## src/rtl/dram_ctl.sv

```systemverilog
`timescale 1ns/1ps
// dram_ctl: dispatch-RAM controller.
//   Lookup path : lookupReq/irOp -> 1-cycle RAM read -> dramA/dramB/dramJ + dramValid pulse.
//   Write path  : ldReq/ldAddr/ldData -> one ramWrEn cycle -> ldDone pulse; ldBusy while active.
//   ldOverrun   : sticky, set when ldReq arrives while the controller is busy.
//   RAM ports   : ramRdAddr/ramRdEn/ramRdData (registered read, 1-cycle latency),
//                 ramWrAddr/ramWrData/ramWrEn.
// Option: DRAM_READBACK_EN adds a read-back verify after each write (VRD/VCMP states)
//   and drives ldErr on a mismatch; without it ldErr is tied low.
module dram_ctl (
    input  logic        clk,
    input  logic        rstN,
    input  logic        lookupReq,
    input  logic [0:8]  irOp,
    output logic        dramValid,
    output logic [3:0]  dramA,
    output logic [3:0]  dramB,
    output logic [10:0] dramJ,
    input  logic        ldReq,
    input  logic [8:0]  ldAddr,
    input  logic [23:0] ldData,
    output logic        ldBusy,
    output logic        ldDone,
    output logic        ldOverrun,
    output logic        ldErr,
    output logic [8:0]  ramRdAddr,
    output logic        ramRdEn,
    input  logic [23:0] ramRdData,
    output logic [8:0]  ramWrAddr,
    output logic [23:0] ramWrData,
    output logic        ramWrEn
);
    localparam int unsigned ADDR_W = 9;
    localparam int unsigned DATA_W = 24;
    localparam int unsigned FLD_W  = 4;
    localparam int unsigned J_W    = 11;

    typedef enum logic [2:0] {
        IDLE,
        RD,
        CAP,
        RDONE,
        WR,
        WDONE
`ifdef DRAM_READBACK_EN
        ,
        VRD,
        VCMP
`endif
    } state_e;

    state_e              state_q, state_d;
    logic [ADDR_W-1:0]   rd_addr_q, rd_addr_d;
    logic [ADDR_W-1:0]   wr_addr_q, wr_addr_d;
    logic [DATA_W-1:0]   wr_data_q, wr_data_d;
    logic [FLD_W-1:0]    dram_a_q, dram_a_d;
    logic [FLD_W-1:0]    dram_b_q, dram_b_d;
    logic [J_W-1:0]      dram_j_q, dram_j_d;
    logic                overrun_q, overrun_d;
    logic                err_q, err_d;
    logic                rd_en_q, rd_en_d;
    logic                wr_en_q, wr_en_d;
    logic                valid_q, valid_d;
    logic                done_q, done_d;
    logic                busy_q, busy_d;

    // Word bits [15:11] carry no dispatch field.
    logic unused_rd_bits;
    assign unused_rd_bits = ^ramRdData[15:11];

    // Next state and next values of every registered output.
    always_comb begin
        state_d   = state_q;
        rd_addr_d = rd_addr_q;
        wr_addr_d = wr_addr_q;
        wr_data_d = wr_data_q;
        dram_a_d  = dram_a_q;
        dram_b_d  = dram_b_q;
        dram_j_d  = dram_j_q;
        overrun_d = overrun_q;
        err_d     = err_q;

        case (state_q)
            IDLE: begin
                // Writes win; a simultaneous lookupReq stays pending.
                if (ldReq) begin
                    state_d   = WR;
                    wr_addr_d = ldAddr;
                    wr_data_d = ldData;
                    err_d     = 1'b0;
                end else if (lookupReq) begin
                    state_d   = RD;
                    rd_addr_d = irOp;
                end
            end
            RD:    state_d = CAP;
            CAP: begin
                dram_a_d = ramRdData[23:20];
                dram_b_d = ramRdData[19:16];
                dram_j_d = ramRdData[10:0];
                state_d  = RDONE;
            end
            RDONE: state_d = IDLE;
`ifdef DRAM_READBACK_EN
            WR: begin
                state_d   = VRD;
                rd_addr_d = wr_addr_q;
            end
            VRD:   state_d = VCMP;
            VCMP: begin
                err_d   = (ramRdData != wr_data_q);
                state_d = WDONE;
            end
`else
            WR:    state_d = WDONE;
`endif
            WDONE: state_d = IDLE;
            default: state_d = IDLE;
        endcase

        if (ldReq && (state_q != IDLE)) begin
            overrun_d = 1'b1;
        end
    end

    // Strobes are decoded from the next state so they leave the flops cleanly.
    always_comb begin
        rd_en_d = (state_d == RD);
        busy_d  = (state_d == WR) || (state_d == WDONE);
`ifdef DRAM_READBACK_EN
        rd_en_d = rd_en_d || (state_d == VRD);
        busy_d  = busy_d || (state_d == VRD) || (state_d == VCMP);
`endif
        wr_en_d = (state_d == WR);
        valid_d = (state_d == RDONE);
        done_d  = (state_d == WDONE);
    end

    // State and output registers.
    always_ff @(posedge clk or negedge rstN) begin
        if (!rstN) begin
            state_q   <= IDLE;
            rd_addr_q <= '0;
            wr_addr_q <= '0;
            wr_data_q <= '0;
            dram_a_q  <= '0;
            dram_b_q  <= '0;
            dram_j_q  <= '0;
            overrun_q <= 1'b0;
            err_q     <= 1'b0;
            rd_en_q   <= 1'b0;
            wr_en_q   <= 1'b0;
            valid_q   <= 1'b0;
            done_q    <= 1'b0;
            busy_q    <= 1'b0;
        end else begin
            state_q   <= state_d;
            rd_addr_q <= rd_addr_d;
            wr_addr_q <= wr_addr_d;
            wr_data_q <= wr_data_d;
            dram_a_q  <= dram_a_d;
            dram_b_q  <= dram_b_d;
            dram_j_q  <= dram_j_d;
            overrun_q <= overrun_d;
            err_q     <= err_d;
            rd_en_q   <= rd_en_d;
            wr_en_q   <= wr_en_d;
            valid_q   <= valid_d;
            done_q    <= done_d;
            busy_q    <= busy_d;
        end
    end

    assign dramValid = valid_q;
    assign dramA     = dram_a_q;
    assign dramB     = dram_b_q;
    assign dramJ     = dram_j_q;
    assign ldBusy    = busy_q;
    assign ldDone    = done_q;
    assign ldOverrun = overrun_q;
    assign ramRdAddr = rd_addr_q;
    assign ramRdEn   = rd_en_q;
    assign ramWrAddr = wr_addr_q;
    assign ramWrData = wr_data_q;
    assign ramWrEn   = wr_en_q;
`ifdef DRAM_READBACK_EN
    assign ldErr     = err_q;
`else
    assign ldErr     = 1'b0;
    logic unused_err;
    assign unused_err = err_q ^ err_d;
`endif

endmodule

```

## config.mk

```make
export PLATFORM = sky130hd
export DESIGN_NAME = dram_ctl
export DESIGN_NICKNAME = d
export VERILOG_FILES = /design/src/rtl/dram_ctl.sv
export SDC_FILE = /design/constraint.sdc
export NUM_CORES = 1
export LEC_CHECK = 0
export ABC_AREA = 1
export CORE_MARGIN = 2
export CORE_UTILIZATION = 36
export DETAILED_ROUTE_END_ITERATION = 7
export PLACE_DENSITY = 0.76
export SETUP_SLACK_MARGIN = 0.4
export SYNTH_ARGS = -nofsm -noshare
export SYNTH_HDL_FRONTEND = slang
export SYNTH_SLANG_ARGS = --single-unit
```

## constraint.sdc

```tcl
create_clock -name clk -period 1.2 [get_ports clk]
set_clock_uncertainty 0.2 [all_clocks]
set_input_delay 0.18 -clock clk [delete_from_list [all_inputs] [get_ports clk]]
set_output_delay 0.18 -clock clk [all_outputs]
set_load 0.03 [all_outputs]
```

==> impl_metrics.tcl <==
set metrics [dict create \
    crit_top_cell "buf_12" \
    first_global_vias 2728 \
    fin_crit_ns 1.42 \
    cts_buffer_depth 2 \
    crit_arrival_ns 1.44 \
    fin_util_pct 70.2 \
    synth_top_family_by_area "simple AND/OR/NAND/NOR gates" \
    grt_usage_pct 18.5 \
    globalplace.congestion 0.711 \
    grt_pass1_wl_um 12500 \
    tritoncts "built" \
    final_common_cell "nand2_1" \
    layout-drive-gt1-share_pct 49.7 \
    yosysSeqAreaShare_pct 62.3 \
    numPortBuffers 131 \
    firstDrtPassIters 4 \
    violations "hold timing, setup timing" \
    clockPowerShare_pct 13.6 \
    setup_violations 137 \
    synthesis.nets 367 \
    vias 2769 \
    h-tree-depth 3 \
    cts_buffers 9 \
    yosys_warnings 0 \
    synthCells 297 \
    die_w_um 92.4 \
    synth_simple_gate_area_share_pct 31.4 \
    drc 0 \
    end_kind "register" \
    cts_root_buffer "clkbuf_8" \
    min_period_over_period_pct 119 \
    rsz0062_at_grt "true" \
    regArea_um2 1840 \
    wirelength_um 8550 \
    antenna_found_initial 0 \
    path_class "reg2reg" \
    insertedDiodeCount 0 \
    multi_input_area_um2 983 \
    die_h_um 92.4 \
    fmax_ghz 0.702 \
    critPathRequiredTime_ns 1.22 \
    status "complete, but fails checks" \
    gr-total-overflow 0 \
    hp-class "in2async" \
    cpPeakStageDelay_ns 0.42 \
    path_buf_inv 4 \
    totalPowerFinal_mw 16.0 \
    std_cell_rows 32 \
    dpl.hpwl_um 5150 \
    core_um2 7650 \
    avgRoutedWirePerCell_um 14.8 \
    slowest_stage "dfrtp_1" \
    fillers 564 \
    tns_ns -16.61 \
    synth-adder-area-share_pct 0 \
    hold_viol 70 \
    intPower_mw 9.59 \
    path_clk_slew_ns 0.07 \
    crit_chain "inv_2 -> buf_12 -> nand3_4 -> buf_12 -> buf_16 -> nand2_2 -> nand2_1" \
    cap_violations 0 \
    power_frac_comb_pct 58.3 \
    power_frac_seq_pct 28.2 \
    synth-compound-area-share_pct 0.267 \
    grt_max_degree 71 \
    cp_top_family "buffers and inverters" \
    clkLatencyLatePin_ns 0.33 \
    leakagePower_nw 2.61 \
    muxShareOfSynthArea_pct 0 \
    avgSynthCellArea_um2 9.46 \
    power_density_nw_per_um2 2980 \
    cts_sinks 70 \
    synth_cell_types 16 \
    drtAntennaViolNets 0 \
    p_sw_share_pct 40.1 \
    fin_ws_ns -0.224 \
    ir_drop_mv 1.72 \
    area_growth_pct 91.0 \
    drv_slew 0 \
    syn_area_um2 2810 \
    io-pin-count 138 \
    dieArea_um2 8530 \
    initialDrtViolationCount 113 \
    final_cell_mix "nand2_1, buf_6, dfrtp_2" \
    vias_per_cell 4.78 \
    start_util_pct 36.7 \
    layout.nets 542 \
    power_switching_mw 6.42 \
    synth_xor_area_share_pct 0 \
    hold-worst-slack_ns -0.376 \
    critPathLaunchType "register" \
    worstPathMaxFanout 6 \
    ys_ff_latch 70 \
]
## logic make-up after synthesis
group / Yosys count
DFF: 70
buffers and inverters: 29
other: 1
and+or+nand+nor: 196
AOI/OAI and AO/OA: 1
## flip-flops by register name, summed over array words and instances (netlist names), 3 cells and up
register and count:
ramWrData 24, dramJ 11, ramRdAddr 9, ramWrAddr 9
dramA 4, dramB 4, state_q 3
## metal layers
| layer | part of all wire (%) | vias up | global-route usage (%) | routed length, µm |
|---|---|---|---|---|
| li1 | - | 1314 | - | - |
| met1 | 42 | 1352 | 23.0 | 3600 |
| met2 | 52 | 99 | 31.8 | 4410 |
| met3 | 5.8 | 4 | 4.39 | 493 |
| met4 | 0.49 | 0 | 6.34 | 42 |
| met5 | 0 | - | 0 | 0 |
## metrics by stage
step | area [µm²] | setup slack, ns | instances
CTS | 5100 | -0.198 | 565
floorplan | 2930 | -0.108 | 297
global route | 5370 | -0.277 | 579
global placement | 4320 | -0.349 | 531
finish | 5370 | -0.224 | 579
detailed placement | 4320 | -0.358 | 531
## final timing paths
check                                    from            end  slack [ns]  cells after the start
worst max-delay path               state_q[2]  ramWrData[19]       -0.22                      7
worst min-delay path                     rstN   ramRdAddr[2]       -0.38                      2
worst max register to register     state_q[2]  ramWrData[19]       -0.22                      7
worst min register to register   ramWrData[9]   ramWrData[9]        0.29                      2
max in group asynchronous                rstN  ramWrData[14]        0.82                      2
min in group clk                ramRdData[19]       dramB[3]        0.18                      3
## power by group through the flow
stage	Sequential, mW	Clock (mW)	Combinational, mW
floorplan	6.32	0	2.00
global placement	4.29	0	6.74
detailed placement	4.32	0	6.85
CTS	4.49	2.23	8.46
global route	4.62	2.33	9.88
finish	4.51	2.17	9.33
## Yosys cell counts
cell type | count | area [µm²]
nand2_1 | 147 | 552
dfrtp_1 | 70 | 1750
nand4_1 | 42 | 263
buf_2 | 12 | 60.1
inv_1 | 5 | 18.8
buf_6 | 4 | 45.0
buf_4 | 3 | 22.5
clkbuf_1 | 3 | 11.3
nand3_1 | 3 | 15.0
inv_2 | 2 | 7.51
a21o_1 | 1 | 7.51
conb_1 | 1 | 3.75
nand3_4 | 1 | 17.5
nor2_1 | 1 | 3.75
nor2_4 | 1 | 11.3
nor2_8 | 1 | 20.0
## final cells by class
cell class	count	area share, %
repair buffers	186	40.1
clock buffers	13	3.15
multi-input cells	198	18.3
inverters	7	0.676
clock inverters	3	1.21
well taps	102	2.38
flip-flops and latches	70	34.2
## what timing repair did
action                                  in CTS  in global routing
gates resized for setup                     86                 27
buffers inserted                            14                  9
gates cloned                                 4                  5
hold endpoints to repair                    70                 70
endpoints found under the setup margin     137                137
pin swaps                                    1                  8
No activity file was read; power rests on OpenSTA's default activity.
